### src/rtl/pixel_packer.sv
// rtl/pixel_packer.sv - packs RGB888/gray pixel bytes densely into OUT_BYTES-wide words
// with frame flush, padding, keep flags and a one-word output register.
module pixel_packer #(
  parameter int         OUT_BYTES = 4,
  parameter int         PACK_MODE = 0,
  parameter logic [7:0] PAD_BYTE  = 8'h00
) (
  input  logic                   clk,
  input  logic                   rst,
  input  logic                   in_valid,
  output logic                   in_ready,
  input  logic [23:0]            in_rgb,
  input  logic [7:0]             in_gray,
  input  logic                   in_eof,
  output logic [8*OUT_BYTES-1:0] out_data,
  output logic [OUT_BYTES-1:0]   out_keep,
  output logic                   out_last,
  output logic                   out_valid,
  input  logic                   out_ready,
  output logic                   frame_done
);

  localparam int ACC = OUT_BYTES + 2;
  localparam int FW  = $clog2(OUT_BYTES + 3);
  localparam int BPP = (PACK_MODE == 2) ? 1 : 3;
  localparam logic [FW-1:0] OB_F  = FW'(OUT_BYTES);
  localparam logic [FW-1:0] BPP_F = FW'(BPP);

  typedef enum logic {RUN, FLUSH} state_t;

  state_t                 state_q;
  logic [7:0]             acc_q [ACC];
  logic [FW-1:0]          fill_q;
  logic [8*OUT_BYTES-1:0] data_q;
  logic [OUT_BYTES-1:0]   keep_q;
  logic                   last_q;
  logic                   valid_q;
  logic                   done_q;

  logic [7:0]             pix [3];
  logic [7:0]             acc_d [ACC];
  logic [FW-1:0]          fill_d;
  logic                   accept;
  logic                   out_free;
  logic [8*OUT_BYTES-1:0] full_word;
  logic [8*OUT_BYTES-1:0] pad_word;
  logic [8*OUT_BYTES-1:0] flush_word;
  logic [OUT_BYTES-1:0]   pad_keep;
  logic [OUT_BYTES-1:0]   flush_keep;

  assign out_free = !valid_q | out_ready;
  assign in_ready = (state_q == RUN) & out_free;
  assign accept   = in_valid & in_ready;

  always_comb begin
    pix[0] = in_rgb[7:0];
    pix[1] = in_rgb[15:8];
    pix[2] = in_rgb[23:16];
    case (PACK_MODE)
      1: begin
        pix[0] = in_rgb[23:16];
        pix[1] = in_rgb[15:8];
        pix[2] = in_rgb[7:0];
      end
      2: begin
        pix[0] = in_gray;
        pix[1] = 8'h00;
        pix[2] = 8'h00;
      end
      default: ;
    endcase
  end

  // Pixel bytes land at lanes fill..fill+BPP-1 of the accumulator.
  always_comb begin
    fill_d = fill_q + BPP_F;
    for (int j = 0; j < ACC; j++) begin
      acc_d[j] = acc_q[j];
      for (int i = 0; i < BPP; i++) begin
        if (FW'(j) == fill_q + FW'(i)) acc_d[j] = pix[i];
      end
    end
  end

  always_comb begin
    full_word  = '0;
    pad_word   = '0;
    flush_word = '0;
    pad_keep   = '0;
    flush_keep = '0;
    for (int j = 0; j < OUT_BYTES; j++) begin
      full_word[8*j +: 8]  = acc_d[j];
      pad_keep[j]          = FW'(j) < fill_d;
      flush_keep[j]        = FW'(j) < fill_q;
      pad_word[8*j +: 8]   = (FW'(j) < fill_d) ? acc_d[j] : PAD_BYTE;
      flush_word[8*j +: 8] = (FW'(j) < fill_q) ? acc_q[j] : PAD_BYTE;
    end
  end

  always_ff @(posedge clk) begin
    if (rst) begin
      state_q <= RUN;
      fill_q  <= '0;
      data_q  <= '0;
      keep_q  <= '0;
      last_q  <= 1'b0;
      valid_q <= 1'b0;
      done_q  <= 1'b0;
      for (int j = 0; j < ACC; j++) acc_q[j] <= 8'h00;
    end else begin
      done_q <= valid_q & out_ready & last_q;
      if (valid_q & out_ready) valid_q <= 1'b0;
      case (state_q)
        RUN: begin
          if (accept) begin
            if (fill_d >= OB_F) begin
              data_q  <= full_word;
              keep_q  <= '1;
              valid_q <= 1'b1;
              last_q  <= in_eof && (fill_d == OB_F);
              fill_q  <= fill_d - OB_F;
              for (int k = 0; k < 2; k++) acc_q[k] <= acc_d[OUT_BYTES+k];
              if (in_eof && (fill_d != OB_F)) state_q <= FLUSH;
            end else if (in_eof) begin
              data_q  <= pad_word;
              keep_q  <= pad_keep;
              last_q  <= 1'b1;
              valid_q <= 1'b1;
              fill_q  <= '0;
            end else begin
              for (int j = 0; j < ACC; j++) acc_q[j] <= acc_d[j];
              fill_q <= fill_d;
            end
          end
        end
        FLUSH: begin
          if (out_free) begin
            data_q  <= flush_word;
            keep_q  <= flush_keep;
            last_q  <= 1'b1;
            valid_q <= 1'b1;
            fill_q  <= '0;
            state_q <= RUN;
          end
        end
        default: state_q <= RUN;
      endcase
    end
  end

  assign out_data   = data_q;
  assign out_keep   = keep_q;
  assign out_last   = last_q;
  assign out_valid  = valid_q;
  assign frame_done = done_q;

endmodule

### config.mk
export PLATFORM = sky130hd
export DESIGN_NAME = pixel_packer
export DESIGN_NICKNAME = d
export VERILOG_FILES = /design/src/rtl/pixel_packer.sv
export SDC_FILE = /design/constraint.sdc
export NUM_CORES = 1
export LEC_CHECK = 0
export CORE_AREA = 2 2 131 95
export CTS_CLUSTER_SIZE = 20
export DETAILED_ROUTE_END_ITERATION = 16
export DIE_AREA = 0 0 133 97
export PLACE_DENSITY_LB_ADDON = 0.25
export SYNTH_ARGS = -nofsm -noshare
export SYNTH_HDL_FRONTEND = slang
export SYNTH_SLANG_ARGS = --single-unit
### constraint.sdc
create_clock -name clk -period 6.5 [get_ports clk]
set_input_delay 0.975 -clock clk [delete_from_list [all_inputs] [get_ports clk]]
set_output_delay 0.975 -clock clk [all_outputs]
set_load 0.03 [all_outputs]
Yosys cells after proc, flatten, opt, wreduce, memory -nomap -nowiden
Memories as Yosys holds them, arrays and structs flattened.
Index checks and enable logic that the tools add are counted.
- flip-flop bits (word level): 43
- bits in latches: 0
- memory bits (writable): 48
- ROM bits: 0
- output and inout bits: 40
- logic and storage cells: 141
- memories: 1
- memory list (name ; words ; bits a word ; read ports ; clocked after Yosys merged registers in ; wr ports ; line ; source):
    acc_q ; 6 ; 8 ; 6 ; 0 ; 6 ; 32 ; logic [7:0] acc_q [ACC];
- add/sub/neg operators: 4
- multipliers: 0
- divide/modulo/power cells: 0
- $lt $le $gt $ge: 9
- equal/unequal tests: 20
- shift operators: 0
- multiplexer cells: 78
- bitwise gates (word level): 14
- reduce and logical (&&, ||, !) cells: 8
- operator list (kind ; count):
    2-to-1 mux 8 bit ; 34
    2-to-1 mux 32 bit ; 4
    case mux 32 bit (2 select lines) ; 1
    2-to-1 mux 1 bit ; 26
    equality test 2 x 3 -> 1 bit, first input constant ; 6
    equality test 3 bit, first input constant ; 6
    2-to-1 mux 4 bit ; 4
    < comparator 1 x 3 -> 1 bit, first input constant ; 4
    < comparator 2 x 3 -> 1 bit, first input constant ; 4
    2-to-1 mux 3 bit ; 4
    equality test 1 x 3 -> 1 bit, first input constant ; 3
    zero test 3 bit ; 3
    bitwise OR 1 bit ; 9
    case mux 4 bit (2 select lines) ; 1
    adder 3 x 2 -> 3 bit, second input constant ; 2
    case mux 1 bit (2 select lines) ; 3
    case mux 3 bit (2 select lines) ; 1
    bitwise AND 1 bit ; 4
    adder 3 x 1 -> 3 bit, second input constant ; 1
    equality test 3 bit, second input constant ; 1
    >= comparator 3 bit, second input constant ; 1
    != test 3 x 2 -> 1 bit, second input constant ; 1
    != test 3 bit, second input constant ; 1
    AND reduction 3 bit ; 1
    7 further kinds ; 8

Logic depth before layout (Yosys ltp)
Gate-level depths: netlist (run 1).
- word-level depth: 10
- gate-level depth with buffers: 14
- depth with buffers taken out: 7

Worst setup path before layout (run 1)
Ideal clock, no wire load.
- path kind: register to register
- from: register fill_q[0]
- to: memory acc_q[2][0] (netlist: acc_q[0][16]), enable pin
- setup time: 0.375 ns
- data arrival time: 2.135 ns
- data required time: 6.125 ns
- slack: 3.991 ns
- cell stages (with the launch flop): 8
- buffers on the path: 1
- period minus slack after synthesis: 2.509 ns
- path through: dfxtp_1 buf_2 inv_1 ha_1 nand2b_1 a21boi_2 nor3_1 or2_2
- RTL lines (item ; line ; source):
    start: declaration ; 33 ; logic [FW-1:0] fill_q;
    start signal: assignment ; 121 ; fill_q <= fill_d - OB_F;
    start signal: assignment ; 132 ; fill_q <= fill_d;
    end: declaration ; 32 ;

==> results_dict.tcl, run 1 <==
set metrics [dict create \
    leakagePower_nw 2.45 \
    cts_setup_buffers 0 \
    n_antenna_cell 0 \
    ys_ff_latch 91 \
    die_w_um 133 \
    gp_congestion 0.953 \
    syn_inst 704 \
    dp_hpwl_um 13500 \
    root_buffer "clkbuf_16" \
    period_minus_slack_ns 3.85 \
    die_h_um 97 \
    wl_per_cell_um 23.1 \
    p_per_area_nw_per_um2 265 \
    cts_buffers 9 \
    period_share_pct 59.3 \
    tightestPinTransition_ns 1.16 \
    grt_pass1_wl_um 31700 \
    syn-cell-area_um2 6230 \
    setup-violations-final 0 \
    grt_overflow 0 \
    drc 0 \
    drt_iter0_drc 878 \
    maxCapViolations 0 \
    cp-end-kind "flip-flop" \
    async_reset_ff_share_pct 0 \
    synth_edf_count 48 \
    coreArea_um2 11500 \
    slew_headroom_pct 22.7 \
    hold_viol_final 0 \
    avgSynthCellArea_um2 8.84 \
    fp-row-count 33 \
    synth_warnings 0 \
    cts.sinks 91 \
    yosysUniqueCellTypes 66 \
    post-route-util_pct 61.6 \
    cts_hold_buf 0 \
    peakVddDrop_uv 166 \
    finalSetupTns_ns 0 \
    grt_usage_pct 31.6 \
    cp_max_fo 32 \
    antenna_found_initial 0 \
    clock_latency_ns 0.35 \
    clk_pin_slew_ns 0.06 \
    worstPathArrival_ns 3.83 \
    final.setup.worst_slack_ns 2.65 \
    fillers 994 \
    yosysTopAreaCellShare_pct 23.2 \
    cts_resized 0 \
    start_kind "flip-flop" \
    post-place-ws_ns 2.62 \
    maxSlewViolCount 0 \
    vias 6052 \
    num_io_pins 77 \
    mostFrequentLayoutCells "nor2_1 (87), clkdlybuf4s50_1 (68), edfxtp_1 (48), dfxtp_1 (43), a21oi_1 (40)" \
    worstSetupPathType "reg2reg" \
    synthTopCellsByArea "edfxtp_1 (23%), dfxtp_1 (14%), nor2_1 (5.2%), o211ai_1 (3.6%), a21oi_1 (3.2%)" \
    synth_seq_area_share_pct 37.0 \
    nNetsFinal 766 \
    status "completed" \
    die_area_um2 12900 \
    cts-htree-levels 3 \
    synth_fp_nets 750 \
    dr.pass1.iters 5 \
    clk_path_buf_depth 2 \
    cts_tree "yes" \
    p_total_mw 1.88 \
    start_util_pct 54.0 \
    io_buffers 68 \
    routed_wl_um 20400 \
    drtAntennaViolNets 0 \
    synth_ff_type "edfxtp_1" \
    rsz0062_at_grt "no" \
    grt_max_degree 49 \
    area_growth_pct 13.9 \
    vias_per_cell 6.86 \
    max_freq_mhz 259 \
    layout-drive-gt1-share_pct 7.31 \
    grt_pass1_vias 5752 \
    hold_class "reg2reg" \
    layout_commonest_cell "nor2_1" \
    yosysTopAreaCell "edfxtp_1" \
    clock_skew_ns 0.00822 \
    critPathRequiredTime_ns 6.48 \
]
==> per-layer routing <==
layer | track usage (%) | up-vias | share of wire (%) | wire length [um]
met5 | 0 | - | 0 | 0
met4 | 11.5 | 0 | 3.3 | 668
met3 | 7.70 | 63 | 11 | 2260
met2 | 49.3 | 385 | 45 | 9110
met1 | 42.6 | 2884 | 41 | 8330
li1 | - | 2720 | - | -
==> layout make-up <==
cell class | instances | area, um2 | share of cell area (%)
Clock buffer | 12 | 268 | 3.78
Tap cell | 157 | 196 | 2.77
Multi-Input combinational cell | 527 | 3510 | 49.5
Sequential cell | 91 | 2300 | 32.5
Inverter | 18 | 67.6 | 0.953
Clock inverter | 4 | 31.3 | 0.441
Timing Repair Buffer | 73 | 718 | 10.1
==> cells in the mapped netlist, types with 9 or more instances <==
cell	number
buf_2	22
nand3_1	22
edfxtp_1	48
o22ai_1	10
clkbuf_1	29
o21ai_0	24
nor3_1	18
o21a_1	12
o211ai_1	30
buf_4	9
mux2i_1	17
ha_1	9
a21oi_1	40
dfxtp_1	43
a211o_1	17
o21ai_1	18
nor2_1	87
a211oi_1	13
inv_1	18
nand2b_1	20
nand2_1	38
a32oi_1	13
==> registers in the layout, summed over array words and instances, names as in the netlist <==
signal	count
out_keep	4
frame_done	1
state_q	1
out_last	1
fill_q	3
out_valid	1
out_data	32
acc_q	48
==> report_power, final <==
part           internal (mW)  switching, mW
Clock                  0.295          0.234
Combinational          0.241          0.387
Sequential             0.676         0.0445
==> per-stage QoR <==
step / hold slack (ns) / cell area [um2] / std cells
CTS: 0.489 / 7090 / 882
finish: 0.488 / 7090 / 882
detailed placement: 0.474 / 6790 / 866
global route: 0.509 / 7090 / 882
floorplan: 0.473 / 6230 / 704
global placement: 0.472 / 6790 / 866
==> logic make-up after synthesis <==
kind of cell             synth area share [%]
adder cells (fa/ha/maj)                  1.81
buffers and inverters                    6.77
XOR/XNOR                                0.704
AO/OA/AOI/OAI                            31.3
multiplexers                             4.18
flip-flops                               37.0
AND/OR/NAND/NOR                          18.2
==> worst paths after layout <==
check	end	depth (start not counted)	startpoint	slack (ns)
max	acc_q[0][43]	6	fill_q[0]	2.65
min	out_data[27]	1	out_data[27]	0.49
max reg2reg	acc_q[0][43]	6	fill_q[0]	2.65
min reg2reg	out_data[27]	1	out_data[27]	0.49
==> critical path, stage by stage, from the launching register on <==
cell,delay (ns)
dfxtp_1,0.73
inv_1,0.27
ha_1,0.35
nand2b_1,0.23
a21boi_2,0.26
nor3_2,0.76
or2_2,0.84
(Power assumes the default switching activity.)
==> inputs of run 2 (changes only) <==
==> constraint.sdc (replaced) <==
create_clock -name clk -period 3.7 [get_ports clk]
set_input_delay 0.555 -clock clk [delete_from_list [all_inputs] [get_ports clk]]
set_output_delay 0.555 -clock clk [all_outputs]
set_load 0.03 [all_outputs]
==> results_dict.tcl, run 2 (synthesized netlist as in run 1, its figures left out) <==
set metrics [dict create \
    slew_headroom_pct 38.6 \
    grt_pass1_vias 5852 \
    hold_viol_final 0 \
    io_buffers 68 \
    largest_reg_flops 48 \
    holdWs_ns 0.491 \
    layout_commonest_cell "nor2_1" \
    cts_hold_buf 0 \
    cts_tree "yes" \
    drtAntennaViolNets 0 \
    grt_usage_pct 32.3 \
    fp-row-count 33 \
    period_share_pct 76.6 \
    cp_max_fo 24 \
    nNetsFinal 779 \
    cp-end-kind "flip-flop" \
    drt_iter0_drc 874 \
    seqPwrFrac_pct 38.0 \
    routed_wl_um 20800 \
    cts.sinks 91 \
    mostFrequentLayoutCells "nor2_1 (87), clkdlybuf4s50_1 (68), edfxtp_1 (48), dfxtp_1 (43), a21oi_1 (40)" \
    p_per_area_nw_per_um2 463 \
    maxCapViolations 0 \
    clock_skew_ns 0.00445 \
    whs_path_depth 1 \
    grt_pass1_wl_um 32300 \
    dr.pass1.iters 5 \
    finalSetupTns_ns 0 \
    dp_cells 879 \
    cts_setup_buffers 0 \
    max_freq_mhz 353 \
    clk_pin_slew_ns 0.06 \
    drc 0 \
    vias 6129 \
    n_antenna_cell 0 \
    antenna_found_initial 0 \
    sw_frac_of_total_pct 34.9 \
    power.share.clock_pct 28.0 \
    rsz0062_at_grt "no" \
    hold_class "reg2reg" \
    start_kind "flip-flop" \
    start_util_pct 54.0 \
    layout-drive-gt1-share_pct 8.54 \
    root_buffer "clkbuf_16" \
    die_w_um 133 \
    fillers 943 \
    cts_resized 0 \
    tightestPinTransition_ns 0.921 \
    r2r_slack_ns 0.87 \
    dp_hpwl_um 14100 \
    worstSetupPathType "reg2reg" \
    status "completed" \
    clock_latency_ns 0.35 \
    gp_congestion 0.964 \
    leakagePower_nw 2.52 \
    grt_max_degree 49 \
    p_comb_share_pct 34.1 \
    coreArea_um2 11500 \
    wl_per_cell_um 23.2 \
    die_area_um2 12900 \
    maxSlewViolCount 0 \
    vias_per_cell 6.85 \
    clk_path_buf_depth 2 \
    cts_buffers 9 \
    critPathRequiredTime_ns 3.96 \
    grt_overflow 0 \
    ff2ff_path_depth 6 \
    worstPathArrival_ns 3.10 \
    num_io_pins 77 \
    p_int_mw 2.16 \
    p_sw_mw 1.16 \
    peakVddDrop_uv 272 \
    cts-htree-levels 3 \
    die_h_um 97 \
    regMostFlops "acc_q" \
    setup-violations-final 0 \
    area_growth_pct 15.2 \
    final_cells 895 \
    period_minus_slack_ns 2.83 \
]
## run 2: per-layer routing
metal  up-vias  wire length [um]  global-route usage (%)
met4         0               893                    15.6
met3        89              2160                    7.86
met5         -                 0                       0
met1      2935              8550                    42.9
li1       2741                 -                       -
met2       364              9190                    49.3
## run 2: power by group through the flow
stage	clock (mW)	sequential, mW	combinational (mW)
floorplan	0	1.38	0.656
global placement	0	1.28	1.08
detailed placement	0	1.28	1.11
CTS	0.937	1.26	1.11
global route	0.980	1.27	1.21
finish	0.929	1.26	1.13
## run 2: through the flow
stage / cell area [um2] / setup WS [ns] / utilization [%] / total power, mW
2_1_floorplan: 6230 / 1.19 / - / 2.04
3_3_place_gp: 6880 / 0.975 / 59.8 / 2.36
3_5_place_dp: 6880 / 0.938 / 59.8 / 2.39
4_1_cts: 7170 / 0.978 / 62.3 / 3.31
5_1_grt: 7170 / 0.671 / 62.3 / 3.46
6_report: 7170 / 0.865 / 62.3 / 3.32
## run 2: layout make-up
type,count,area (um2),area share [%]
Clock inverter,3,40.0,0.558
Tap cell,157,196,2.74
Clock buffer,13,250,3.49
Multi-Input combinational cell,527,3500,48.8
Inverter,18,67.6,0.942
Sequential cell,91,2300,32.1
Timing Repair Buffer,86,816,11.4
## run 2: worst paths after layout
path                                    from            to
worst min-delay path            out_data[25]  out_data[25]
worst min register to register  out_data[25]  out_data[25]
worst max-delay path               fill_q[0]   out_data[4]
worst max register to register     fill_q[0]   out_data[4]
## run 2: critical path: stages (launching register included)
cell,delay (ns)
dfxtp_1,0.31
inv_1,0.18
ha_1,0.81
nand2b_1,0.68
o211ai_1,0.33
o211ai_1,0.16
a311oi_2,0.28
==> inputs of run 3 (changes only) <==
==> constraint.sdc (replaced) <==
create_clock -name clk -period 2.76 [get_ports clk]
set_input_delay 0.414 -clock clk [delete_from_list [all_inputs] [get_ports clk]]
set_output_delay 0.414 -clock clk [all_outputs]
set_load 0.03 [all_outputs]
==> results_dict.tcl, run 3 (synthesized netlist as in run 1, its figures left out) <==
set metrics [dict create \
    clock_skew_ns 0.00683 \
    largest_reg_flops 48 \
    antenna_found_initial 1 \
    drt_iter0_drc 836 \
    vias_per_cell 6.80 \
    cts_buffers 9 \
    hold_class "reg2reg" \
    period_share_pct 98.9 \
    vias 6234 \
    grt_pass1_vias 6023 \
    p_total_mw 4.45 \
    p_per_area_nw_per_um2 606 \
    cts.sinks 91 \
    gp_congestion 1.03 \
    cp-end-kind "flip-flop" \
    hold_viol_final 0 \
    slew_headroom_pct 37.8 \
    grt_usage_pct 32.2 \
    cp_max_fo 9 \
    rsz0062_at_grt "yes" \
    cts_hold_buf 0 \
    worstPathArrival_ns 3.00 \
    maxSlewViolCount 0 \
    period_minus_slack_ns 2.73 \
    wl_per_cell_um 22.8 \
    area_growth_pct 17.9 \
    post-place-ws_ns 0.151 \
    leakagePower_nw 2.62 \
    cpMaxStageDelayCell "a21oi_1" \
    peakVddDrop_uv 455 \
    final.setup.worst_slack_ns 0.0295 \
    grt_max_degree 49 \
    start_util_pct 54.0 \
    start_kind "flip-flop" \
    drtAntennaViolNets 0 \
    post-route-util_pct 63.7 \
    slowest_delay_ns 0.75 \
    die_area_um2 12900 \
    grt_pass1_wl_um 32300 \
    setup-violations-final 0 \
    cts_resized 0 \
    layout_commonest_cell "nor2_1" \
    maxCapViolations 0 \
    dr.pass1.iters 6 \
    cts_tree "yes" \
    clk_path_buf_depth 2 \
    dp_hpwl_um 14500 \
    io_buffers 68 \
    path_cells "inv_1 > ha_1 > nand2b_1 > o21ai_0 > a21oi_1 > a221oi_1 > buf_4 > nor3_1" \
    cts-htree-levels 3 \
    status "completed" \
    clk_pin_slew_ns 0.07 \
    root_buffer "clkbuf_16" \
    nNetsFinal 800 \
    fp-row-count 33 \
    die_h_um 97 \
    tightestPinTransition_ns 0.933 \
    drc 0 \
    fillers 956 \
    layout-drive-gt1-share_pct 11.3 \
    worstSetupPathType "reg2reg" \
    cts_setup_buffers 0 \
    regMostFlops "acc_q" \
    max_freq_mhz 366 \
    holdWs_ns 0.489 \
    coreArea_um2 11500 \
    routed_wl_um 20900 \
    mostFrequentLayoutCells "nor2_1 (87), clkdlybuf4s50_1 (68), edfxtp_1 (48), dfxtp_1 (43), a21oi_1 (40)" \
    critPathRequiredTime_ns 3.03 \
    grt_overflow 0 \
    num_io_pins 77 \
    clock_latency_ns 0.35 \
    die_w_um 133 \
]
## run 3: cell count changes in the layout (fill, tap and decap cells not counted), moves of 2 or more
cell	before	now
buf_4	18	38
clkinvlp_4	0	2
clkbuf_1	3	0
inv_4	0	2
## run 3: report_power, final
part / switching [mW] / internal [mW]
combinational: 0.943 / 0.614
clock: 0.541 / 0.662
sequential: 0.0982 / 1.59
total: 1.58 / 2.87
## run 3: stage by stage
stage | TNS [ns] | area [um2] | instances
after detailed placement | 0 | 7050 | 900
after global routing | -0.678 | 7340 | 916
after floorplan | 0 | 6230 | 704
after CTS | 0 | 7340 | 916
after global placement | 0 | 7050 | 900
final | 0 | 7340 | 917
## run 3: per-layer routing
layer | track usage, % | wire, um | part of all wire [%] | vias to the layer above
met1 | 44.0 | 8190 | 39 | 2923
met3 | 7.65 | 2670 | 13 | 80
met5 | 0 | 34 | 0.16 | -
li1 | - | - | - | 2791
met4 | 14.2 | 805 | 3.9 | 2
met2 | 48.4 | 9170 | 44 | 438
## run 3: path summary, 6_finish.rpt
kind                startpoint            to  slack [ns]  cells after the start
setup / recovery     fill_q[0]  out_data[11]        0.03                      8
hold / removal    out_data[26]  out_data[26]        0.49                      1
hold reg to reg   out_data[26]  out_data[26]        0.49                      1
setup reg to reg     fill_q[0]  out_data[11]        0.03                      8
## run 3: final cells by class
type	count	area, um2	area share, %
Sequential cell	91	2300	31.4
Clock buffer	10	250	3.41
Multi-Input combinational cell	527	3500	47.7
Tap cell	157	196	2.68
Antenna cell	1	2.50	0.0341
Clock inverter	6	36.3	0.494
Timing Repair Buffer	107	986	13.4
Inverter	18	67.6	0.920
## run 3: critical path: cells and delay by family, from the launching register on
kind                     cells  cell delay, ns
buffers and inverters        2            0.44
AO/OA/AOI/OAI                3            1.19
AND/OR/NAND/NOR              2            0.33
adder cells (fa/ha/maj)      1            0.31
flip-flops                   1            0.37
